==> src/rtl/fetch_unit_if.sv <==
// Instruction-memory request/acknowledge bus between the fetch unit and imem.
// The master holds imem_req/imem_addr steady until imem_ack is seen high.
interface fetch_unit_if;
  logic        imem_req;
  logic [31:0] imem_addr;
  logic        imem_ack;
  logic [31:0] imem_rdata;

  modport master (
    output imem_req,
    output imem_addr,
    input  imem_ack,
    input  imem_rdata
  );

  modport slave (
    input  imem_req,
    input  imem_addr,
    output imem_ack,
    output imem_rdata
  );
endinterface

==> src/rtl/fetch_unit.sv <==
// Instruction fetch unit: PC register, single outstanding imem request and a
// 2-entry {instr, pc4} FIFO feeding decode. Taken branches flush the FIFO and
// redirect the PC; an in-flight response that belongs to the old path is dropped.
//
// Optional build macro FETCH_ALIGN_CHECK_EN: a taken branch to a target that is
// not word aligned raises the sticky fetch_misalign flag and parks the unit in
// HALT until reset. Without the macro the low target bits are forced to zero.
//
// state  | meaning
// -------+-----------------------------------------------------------
// IDLE   | first cycle after reset release, no request
// WAIT   | imem_req asserted, waiting for imem_ack
// FULL   | FIFO holds two entries, no request until decode pops
// HALT   | misaligned branch target seen, no requests until reset
module fetch_unit #(
  parameter logic [31:0] RESET_PC = 32'h0000_0000
) (
  input  logic         clk,
  input  logic         rst_n,
  fetch_unit_if.master imem,
  input  logic         branch_taken,
  input  logic [31:0]  branch_target,
  input  logic         id_ready,
  output logic         if_valid,
  output logic [31:0]  if_instr,
  output logic [31:0]  if_pc4,
  output logic [5:0]   opcode,
  output logic         fetch_misalign
);

  typedef enum logic [1:0] {
    S_IDLE = 2'd0,
    S_WAIT = 2'd1,
    S_FULL = 2'd2,
    S_HALT = 2'd3
  } state_t;

  state_t      state_q, state_d;
  logic [31:0] pc_q, pc_d;
  logic [31:0] pc_plus4;
  logic [31:0] hold_addr_q;
  logic        drop_q, drop_d;

  logic [31:0] fifo_instr_q [2];
  logic [31:0] fifo_pc4_q   [2];
  logic        rd_ptr_q, wr_ptr_q;
  logic [1:0]  count_q, count_after;

  logic [31:0] target_eff;
  logic        target_bad;
  logic        req, ack_acc, flush, push, pop;

`ifdef FETCH_ALIGN_CHECK_EN
  logic misalign_q;

  assign target_eff = branch_target;
  assign target_bad = branch_target[1:0] != 2'b00;

  // Sticky misalignment flag, cleared only by reset.
  always_ff @(posedge clk or negedge rst_n) begin
    if (!rst_n)
      misalign_q <= 1'b0;
    else if (flush && target_bad)
      misalign_q <= 1'b1;
  end

  assign fetch_misalign = misalign_q;
`else
  logic unused_tgt_bits;

  // Low target bits are discarded in this build.
  assign unused_tgt_bits = ^branch_target[1:0];
  assign target_eff      = {branch_target[31:2], 2'b00};
  assign target_bad      = 1'b0;
  assign fetch_misalign  = 1'b0;
`endif

  assign pc_plus4 = pc_q + 32'd4;
  assign req      = (state_q == S_WAIT);
  assign ack_acc  = req && imem.imem_ack;
  // Branches are ignored once halted; the FIFO is already empty there.
  assign flush    = branch_taken && (state_q != S_HALT);
  // Data is kept only if it belongs to the current path.
  assign push     = ack_acc && !drop_q && !branch_taken;
  assign pop      = if_valid && id_ready && !flush;

  assign count_after = count_q + {1'b0, push} - {1'b0, pop};

  // While a dropped request is still in flight, keep presenting its address.
  assign imem.imem_req  = req;
  assign imem.imem_addr = drop_q ? hold_addr_q : pc_q;

  // Next-state, PC and drop-flag logic.
  always_comb begin
    state_d = state_q;
    pc_d    = pc_q;
    drop_d  = drop_q;

    case (state_q)
      S_IDLE:  state_d = S_WAIT;
      S_WAIT:  if (ack_acc) state_d = (count_after == 2'd2) ? S_FULL : S_WAIT;
      S_FULL:  if (count_after < 2'd2) state_d = S_WAIT;
      S_HALT:  state_d = S_HALT;
      default: state_d = S_IDLE;
    endcase

    if (ack_acc) begin
      drop_d = 1'b0;
      if (push)
        pc_d = pc_plus4;
    end

    if (flush) begin
      pc_d = target_eff;
      if (req && !imem.imem_ack)
        drop_d = 1'b1;
      if (target_bad) begin
        state_d = S_HALT;
        drop_d  = 1'b0;
      end else begin
        state_d = S_WAIT;
      end
    end
  end

  // FSM, PC and drop bookkeeping registers.
  always_ff @(posedge clk or negedge rst_n) begin
    if (!rst_n) begin
      state_q     <= S_IDLE;
      pc_q        <= RESET_PC;
      drop_q      <= 1'b0;
      hold_addr_q <= 32'h0;
    end else begin
      state_q <= state_d;
      pc_q    <= pc_d;
      drop_q  <= drop_d;
      // Capture the in-flight address only on the first redirect of a request.
      if (flush && req && !imem.imem_ack && !drop_q)
        hold_addr_q <= pc_q;
    end
  end

  // FIFO pointers and occupancy; a flush wins over any push or pop.
  always_ff @(posedge clk or negedge rst_n) begin
    if (!rst_n) begin
      rd_ptr_q <= 1'b0;
      wr_ptr_q <= 1'b0;
      count_q  <= 2'd0;
    end else if (flush) begin
      rd_ptr_q <= 1'b0;
      wr_ptr_q <= 1'b0;
      count_q  <= 2'd0;
    end else begin
      if (push) wr_ptr_q <= ~wr_ptr_q;
      if (pop)  rd_ptr_q <= ~rd_ptr_q;
      count_q <= count_after;
    end
  end

  // FIFO storage; contents are only observed through the valid-gated outputs.
  always_ff @(posedge clk) begin
    if (push) begin
      fifo_instr_q[wr_ptr_q] <= imem.imem_rdata;
      fifo_pc4_q[wr_ptr_q]   <= pc_plus4;
    end
  end

  assign if_valid = (count_q != 2'd0);
  assign if_instr = if_valid ? fifo_instr_q[rd_ptr_q] : 32'h0;
  assign if_pc4   = if_valid ? fifo_pc4_q[rd_ptr_q] : 32'h0;
  assign opcode   = if_valid ? if_instr[31:26] : 6'h3F;

endmodule

==> src/flat_wrapper.sv <==
// flat-port wrapper written by rule: the top's interface ports become plain ports
module fetch_unit_flat 
#(
  parameter logic [31:0] RESET_PC = 32'h0000_0000
)
  (clk, rst_n, branch_taken, branch_target, id_ready, if_valid, if_instr, if_pc4, opcode, fetch_misalign, imem_imem_req, imem_imem_addr, imem_imem_ack, imem_imem_rdata);
  fetch_unit_if imem_i ();
  input  logic clk;
  input  logic rst_n;
  input  logic branch_taken;
  input  logic [31:0] branch_target;
  input  logic id_ready;
  output logic if_valid;
  output logic [31:0] if_instr;
  output logic [31:0] if_pc4;
  output logic [5:0] opcode;
  output logic fetch_misalign;
  output wire logic [$bits(imem_i.imem_req)-1:0] imem_imem_req;
  output wire logic [$bits(imem_i.imem_addr)-1:0] imem_imem_addr;
  input wire logic [$bits(imem_i.imem_ack)-1:0] imem_imem_ack;
  input wire logic [$bits(imem_i.imem_rdata)-1:0] imem_imem_rdata;
  assign imem_imem_req = imem_i.imem_req;
  assign imem_imem_addr = imem_i.imem_addr;
  assign imem_i.imem_ack = imem_imem_ack;
  assign imem_i.imem_rdata = imem_imem_rdata;
  fetch_unit #(.RESET_PC(RESET_PC)) u_core (.clk(clk), .rst_n(rst_n), .imem(imem_i), .branch_taken(branch_taken), .branch_target(branch_target), .id_ready(id_ready), .if_valid(if_valid), .if_instr(if_instr), .if_pc4(if_pc4), .opcode(opcode), .fetch_misalign(fetch_misalign));
endmodule
==> config.mk <==
export PLATFORM = sky130hd
export DESIGN_NAME = fetch_unit_flat
export DESIGN_NICKNAME = d
export VERILOG_FILES = /design/src/rtl/fetch_unit_if.sv /design/src/rtl/fetch_unit.sv /design/src/flat_wrapper.sv
export SDC_FILE = /design/constraint.sdc
export NUM_CORES = 1
export LEC_CHECK = 0
export CORE_AREA = 8 8 160 162
export DETAILED_ROUTE_END_ITERATION = 12
export DIE_AREA = 0 0 168 170
export GPL_ROUTABILITY_DRIVEN = 0
export PLACE_DENSITY = 0.67
export SYNTH_ARGS = -nofsm -noshare
export SYNTH_HDL_FRONTEND = slang
export SYNTH_SLANG_ARGS = --single-unit
export TNS_END_PERCENT = 5
==> constraint.sdc <==
create_clock -name clk -period 8.35 [get_ports clk]
set_clock_uncertainty 0.2 [all_clocks]
set_input_delay 1.67 -clock clk [delete_from_list [all_inputs] [get_ports clk]]
set_output_delay 1.67 -clock clk [all_outputs]
set_load 0.05 [all_outputs]
[After elaboration in Yosys (flattened, before gate mapping)]
Memory sizes are Yosys's and may differ from the RTL's.
Index checks and enable logic that the tools add are counted.
Word-level totals
  logic and storage cells: 65
  memories kept: 2
  output and inout bits: 105
  register bits: 71
  memory bits (writable): 128
  bits of input ports: 69
Cells by class
  $add $sub $neg: 3
  bitwise gates (word level): 2
  eq/ne operators: 7
  reduce and logical (&&, ||, !) cells: 21
  mux-type cells: 22
  order comparisons: 1
Memory list
  u_core.fifo_instr_q: depth 2, bits a word 32, rd ports 1, clocked after memory_dff 0, write ports 1, line fetch_unit.sv:44  | logic [31:0] fifo_instr_q [2];
  u_core.fifo_pc4_q: depth 2, bits a word 32, rd ports 1, clocked after memory_dff 0, write ports 1, line fetch_unit.sv:45  | logic [31:0] fifo_pc4_q [2];
Operators with widths (count)
  32-bit 2-to-1 mux: 6
  32-bit by 3-bit adder with 32-bit output (second input constant): 1
  1-bit logical AND: 10
  2-bit 2-to-1 mux: 5
  1-bit 2-to-1 mux: 9
  2-bit one-hot mux with 4 select lines: 1
  2-bit nonzero test: 4
  2-bit == test (second input constant): 3
  6-bit 2-to-1 mux: 1
  1-bit zero test: 4
  2-bit AND reduction: 2
  3-bit by 1-bit inequality test with 1-bit output (second input constant): 1
  3-bit inequality test (second input constant): 1
  2-bit by 1-bit adder with 2-bit output: 1
  2-bit by 1-bit == test with 1-bit output (second input constant): 1
  2-bit zero test: 1
  2-bit < comparator (second input constant): 1
  2-bit inequality test (second input constant): 1
  1-bit inverter: 2
  2-bit by 1-bit subtractor with 2-bit output: 1

[Longest topological paths before layout]
Gate-level depths: netlist of run 1.
  depth after elaboration: 11
  gate-level depth with buffers: 13
  depth with buffers taken out: 12

[Worst setup path after synthesis of run 1]
Ideal clock, no wire load.
  path type: input -> register
  from: in imem_imem_ack
  to: mem u_core.fifo_instr_q[0][0] (enable)
  stages: 5
  setup time: 0.484 ns
  required time: 7.666 ns
  slack: 2.534 ns
  buffers on the path: 2
  data arrival time: 5.133 ns
  cell sequence: nand3b_1 > or3_1 > clkbuf_1 > clkbuf_1 > nor2_1
Between the ends
  cells in the longest elaborated chain, start to end: 5
RTL lines
  start: declaration: line flat_wrapper.sv:20  | input wire logic [$bits(imem_i.imem_ack)-1:0] imem_imem_ack;
  1-bit logical AND: line fetch_unit.sv:80  | assign ack_acc = req && imem.imem_ack;
  1-bit logical AND (2 in series): line fetch_unit.sv:84  | assign push = ack_acc && !drop_q && !branch_taken;
  1-bit 2-to-1 mux: line fetch_unit.sv:162  | if (push) begin
  1-bit 2-to-1 mux (implied by the code): line fetch_unit.sv:163  | fifo_instr_q[wr_ptr_q] <= imem.imem_rdata;
  end: declaration: line fetch_unit.sv:44
Every way passes these cells.

[Worst setup path in the final report of run 1]
  from: reg u_core.count_q[1]
  to: out opcode[2]
Between the ends
  cells in the longest elaborated chain, start to end: 3
RTL lines
  start: declaration: line fetch_unit.sv:47  | logic [1:0] count_q, count_after;
  start signal: assignment: line fetch_unit.sv:156  | count_q <= count_after;
  2-bit nonzero test (*): line fetch_unit.sv:168  | assign if_valid = (count_q != 2'd0);
  32-bit 2-to-1 mux: line fetch_unit.sv:169  | assign if_instr = if_valid ? fifo_instr_q[rd_ptr_q] : 32'h0;
  6-bit 2-to-1 mux (*): line fetch_unit.sv:171  | assign opcode = if_valid ? if_instr[31:26] : 6'h3F;
  end: declaration: line flat_wrapper.sv:16  | output logic [5:0] opcode;
Mark *: on every way between the ends. The rest lies on a longest branch, timed or not.

==> reports/summary.txt, run 1 <==
Clk pwr share -> 17.9%
Highest-delay cell along the critical path -> clkdlybuf4s50_1
WL final -> 20000 um
Crit path capture type -> primary output
Critical Path Sink -> opcode[2]
Total core area -> 0.02305 sq mm
DP HPWL -> 13860 um
Residual DRC -> 0
Post-synth EDFFs -> 124
Top-count cell post-synth -> edfxtp_1
Top_reg_cell synth -> edfxtp_1
Actual slew at the worst max-slew pin -> 1123 ps
Largest net degree at the start of global routing -> 68
Sw power -> 2102 uW
Area of the multi-input gates -> 0.003033 sq mm
Fin crit period -> 4794 ps
Largest stage delay, worst path -> 810 ps
Comb pwr share -> 49.0%
List of most frequent post-synthesis cells -> 124 x edfxtp_1, 85 x nor2_1, 67 x dfrtp_1
Pre-antenna DRT Iters -> 4
Area Growth Syn to Fin -> 29.04%
Crit start category -> flop
Slew Limit Headroom -> 25.15%
Root Driver -> clkbuf_16
Final setup viols -> 0
CP top delay family -> buffers and inverters
Starting Density -> 37.55%
Power density cells -> 416.4 mW/mm^2
Synth top area cells -> edfxtp_1 43%, dfrtp_1 19%, mux2i_1 7.2%, mux2_2 7.0%, nor2_1 3.7%
Hold_buf cts -> 0
Ys Warns -> 0
Worst Setup SP -> u_core.count_q[1]
Sink Count -> 191
Int Pwr -> 2549 uW
First-pass GRT wire length -> 31560 um
Static Leak -> 0.004097 uW
RSZ-0062 raised after global routing -> false
Reg2Reg Capture Point -> u_core.fifo_instr_q[1][31]
Number of fill cells -> 2084
Yosys top cell by area -> edfxtp_1
Num CTS Buffers -> 17
Worst min path class -> flop to flop
CTS clk-pin slew, worst paths -> 70 ps
Setup TNS -> 0 ps
Required time of the critical path -> 6480 ps
Register area -> 0.005404 sq mm
Outcome -> completed
Worst r2r path cells -> 6
Crit Reg-Reg Startpoint -> u_core.drop_q
Synth Register Bits -> 191
Vias post-DR -> 5600
Die Y -> 170 um
Mapped Cells -> 673
Max_cap viols -> 0
CP Max Fanout -> 63
Cell variety after synth -> 52
Post-synthesis cell area -> 0.008657 sq mm
Clock latency at the later pin of the worst-skew pair -> 430 ps
Sequential area share after synthesis -> 62.38%
Final Hold Vio Count -> 0
TritonCTS clock tree -> built
Post-synth ARST share -> 35.08%
Initial antenna violation count -> 0
Max Buffers Root-to-Sink -> 2
H-tree Lvls -> 4
Maximum VDD drop -> 0.0002645 V
Pins Over Slew Limit -> 0
Worst path cell trace -> nor2_4 > buf_4 > clkinv_1 > nand2_1 > clkdlybuf4s50_1
Vias in the first global route -> 5549
Final core utilization -> 48.46%
Drt via density -> 4.978
R2r setup slk -> 4630 ps
Worst hold slack -> 300.4 ps
Mean Syn Cell Area -> 12.86 sq um
CP Depth -> 5
Nets -> 894
Fmax -> 208.6 MHz
DRT iter0 DRCs -> 414
Final cycle utilization of the critical path -> 57.42%
Post-DR wirelength/cell -> 17.78 um
Die area -> 0.02856 sq mm
Total power -> 4652 uW
Rows -> 56
Antenna diodes -> 0
Worst Path Buf+Inv -> 3
Postcts setup bufs -> 0
CTS resizes -> 0
GRT overflow -> 0
Antenna viol nets, final -> 0
Gr usage total -> 14.13%
Worst hold stages -> 1
Critical path class -> flop to primary output
IO Count -> 174
Die width -> 168 um
Net Sw Frac -> 45.20%
Flop pwr share -> 33.1%
Port bufs -> 166
Layout cells sized above 1 -> 13.41%
WP data arrival -> 2920 ps
Post-synth top area share -> 43.01%
-- cells by family after synthesis --
group	count (synthesis)	share of synthesized area (%)
XOR/XNOR	40	4.047
adder cells (fa/ha/maj)	3	0.4336
buffers and inverters	59	2.948
AND/OR/NAND/NOR	203	11.61
flip-flops	191	62.38
multiplexers	116	14.19
AO/OA/AOI/OAI	60	4.350
other	1	0.04332
-- cell usage in the layout (no fill, tap or decap), types with 8 or more instances in the layout --
cell,netlist,layout
dfrtp_1,67,66
xnor2_1,25,25
clkbuf_16,0,20
nand2_1,49,49
nand3_1,18,18
o21ai_0,25,25
nand4_1,11,11
buf_4,6,8
clkdlybuf4s50_1,0,165
mux2i_1,62,62
xor2_1,15,15
mux2_2,54,54
nor2_1,85,83
inv_1,9,9
edfxtp_1,124,124
-- flip-flops by register name (all words and copies together), names as in the netlist --
name,cells
u_core.drop_q,1
u_core.state_q,2
u_core.wr_ptr_q,1
u_core.count_q,2
u_core.pc_q,30
u_core.fifo_pc4_q,60
u_core.fifo_instr_q,64
u_core.hold_addr_q,30
u_core.rd_ptr_q,1
-- per-stage QoR --
| step | worst slack [ps] | cell area, sq um | cells |
|---|---|---|---|
| 2_1_floorplan | 2534 | 8672 | 677 |
| 3_3_place_gp | 3133 | 10560 | 1093 |
| 3_5_place_dp | 3095 | 10560 | 1093 |
| 4_1_cts | 3417 | 11170 | 1125 |
| 5_1_grt | 3257 | 11170 | 1125 |
| 6_report | 3556 | 11170 | 1125 |
-- power groups by stage --
| stage | clock network (uW) | logic (uW) | registers (uW) |
|---|---|---|---|
| CTS | 853 | 2310 | 1540 |
| detailed placement | 0 | 2300 | 1560 |
| floorplan | 0 | 1710 | 1390 |
| finish | 830 | 2280 | 1540 |
| global route | 885 | 2420 | 1580 |
| global placement | 0 | 2290 | 1550 |
-- layer usage --
metal / global-route usage (%) / vias to the layer above / wire [um] / part of all wire [%]
li1: - / 2714 / - / -
met1: 19.89 / 2694 / 9668 / 48
met2: 21.08 / 168 / 8822 / 44
met3: 4.008 / 24 / 1262 / 6.3
met4: 3.727 / 0 / 246 / 1.2
met5: 0 / - / 0 / 0
-- worst min-delay path by stage --
stage	to	from	slack, ps
finish	u_core.hold_addr_q[22]	u_core.hold_addr_q[22]	300
global route	u_core.hold_addr_q[5]	u_core.hold_addr_q[5]	320
CTS	u_core.hold_addr_q[26]	u_core.hold_addr_q[26]	310
detailed placement	u_core.hold_addr_q[26]	u_core.hold_addr_q[26]	290
global placement	u_core.hold_addr_q[18]	u_core.hold_addr_q[18]	280
floorplan	u_core.wr_ptr_q	u_core.wr_ptr_q	260
-- layout make-up --
cell class	count	area share (%)
Sequential cell	191	48.38
Multi-Input combinational cell	427	27.15
Timing Repair Buffer	174	15.37
Clock buffer	21	4.603
Tap cell	290	3.248
Clock inverter	11	0.8849
Inverter	11	0.3696
(Power assumes the default switching activity.)
==> run 2, diff against run 1 <==
clock period = 4.5 ns   (was 8.35 ns; I/O delays follow)
==> reports/summary.txt, run 2 (synthesized netlist as in run 1, its figures left out) <==
Final Hold Vio Count -> 0
Nets -> 900
Fmax -> 260.9 MHz
H-tree Lvls -> 4
CP Depth -> 4
Gr usage total -> 14.56%
DP HPWL -> 14440 um
WP data arrival -> 2730 ps
Highest-delay cell along the critical path -> dfrtp_4
CTS resizes -> 0
Clock latency at the later pin of the worst-skew pair -> 430 ps
GRT overflow -> 0
Sink Count -> 191
Worst Setup SP -> u_core.rd_ptr_q
Worst r2r path cells -> 12
Area Growth Syn to Fin -> 29.89%
Power density cells -> 773.8 mW/mm^2
CP Max Fanout -> 37
Design area -> 0.01124 sq mm
Maximum VDD drop -> 0.0004604 V
Required time of the critical path -> 3400 ps
Antenna viol nets, final -> 0
Max_cap viols -> 0
Commonest non-fill, non-tap cell in the layout -> clkdlybuf4s50_1
Max Buffers Root-to-Sink -> 2
Total core area -> 0.02305 sq mm
Regs by FF count -> u_core.fifo_instr_q: 64 flops, u_core.fifo_pc4_q: 60 flops
IO Count -> 174
Worst hold stages -> 1
Layout cells sized above 1 -> 14.03%
Root Driver -> clkbuf_16
Fin crit period -> 3832 ps
WL final -> 20840 um
RSZ-0062 raised after global routing -> false
Slew Limit Headroom -> 43.60%
Drt via density -> 4.990
Actual slew at the worst max-slew pin -> 846.0 ps
TritonCTS clock tree -> built
Post-DR wirelength/cell -> 18.43 um
Largest Register -> u_core.fifo_instr_q
Crit path capture type -> primary output
Max FFs per register -> 64
Min-delay src -> u_core.hold_addr_q[27]
CTS clk-pin slew, worst paths -> 70 ps
Hold_buf cts -> 0
Die area -> 0.02856 sq mm
Area of the multi-input gates -> 0.003033 sq mm
First-pass GRT wire length -> 32460 um
Vias post-DR -> 5644
Postcts setup bufs -> 0
Crit start category -> flop
Rows -> 56
Port bufs -> 166
Pre-antenna DRT Iters -> 5
Worst path cell trace -> buf_12 > mux2i_1 > nor2_1 > clkdlybuf4s50_1
Outcome -> completed
Initial antenna violation count -> 0
Antenna diodes -> 0
Die Y -> 170 um
Critical path class -> flop to primary output
Worst Path Buf+Inv -> 2
Residual DRC -> 0
Num CTS Buffers -> 17
Final cycle utilization of the critical path -> 85.16%
Largest stage delay, worst path -> 870 ps
Number of fill cells -> 2050
Area after DPL -> 0.01063 sq mm
Most frequent cells in the layout -> 165 x clkdlybuf4s50_1, 124 x edfxtp_1, 83 x nor2_1, 66 x dfrtp_1, 62 x mux2i_1
Die width -> 168 um
Worst min path class -> flop to flop
CP top delay family -> buffers and inverters
Static Leak -> 0.004120 uW
Setup TNS -> 0 ps
Crit Reg-Reg Startpoint -> u_core.count_q[1]
Largest net degree at the start of global routing -> 63
Vias in the first global route -> 5735
Pins Over Slew Limit -> 0
Starting Density -> 37.55%
DRT iter0 DRCs -> 333
Register area -> 0.005404 sq mm
Final setup viols -> 0
## run 2: changes by cell type in the layout (fill, tap and decap cells not counted)
cell        delta
buf_12         +2
buf_4          +4
bufinv_16      +2
clkbuf_16      -2
clkinv_2       +1
clkinv_4       +1
clkinvlp_4     +4
inv_4          -1
inv_6          -5
## run 2: final timing paths
check / endpoint / slack (ps)
setup reg to reg: u_core.state_q[1] / 1790
hold reg to reg: u_core.hold_addr_q[27] / 300
setup / recovery: if_instr[26] / 670
max in group asynchronous: u_core.hold_addr_q[26] / 2930
min in group asynchronous: u_core.hold_addr_q[5] / 370
hold / removal: u_core.hold_addr_q[27] / 300
## run 2: per-layer routing
metal	share of wire (%)	GRT usage [%]	wire [um]
met5	0	0	0
met4	1.1	3.843	238
met3	6.3	4.263	1322
met2	45	22.31	9331
met1	48	19.91	9946
## run 2: area by class of cell
type | instances | area share, %
clock inverters | 13 | 1.358
repair buffers | 180 | 15.89
multi-input cells | 427 | 26.97
clock buffers | 19 | 4.128
inverters | 11 | 0.3672
well taps | 290 | 3.227
flip-flops and latches | 191 | 48.06
## run 2: power breakdown
group	internal, uW	total [uW]	switching (uW)
Clock	879	1570	688
Combinational	1540	4320	2780
Sequential	2360	2810	453
Total	4780	8700	3920
## run 2: through the flow
| step | hold WS, ps | power, uW | setup WS, ps | std cells | utilization (%) |
|---|---|---|---|---|---|
| 6_report | 302.7 | 8700 | 667.6 | 1131 | 48.78 |
| 5_1_grt | 311.5 | 9133 | 500.7 | 1131 | 48.78 |
| 4_1_cts | 302.8 | 8803 | 590.8 | 1131 | 48.78 |
| 3_5_place_dp | 287.8 | 7207 | 1073 | 1099 | 46.10 |
| 3_3_place_gp | 280.7 | 7152 | 1100 | 1099 | 46.10 |
| 2_1_floorplan | 273.7 | 5757 | 504.5 | 677 | - |
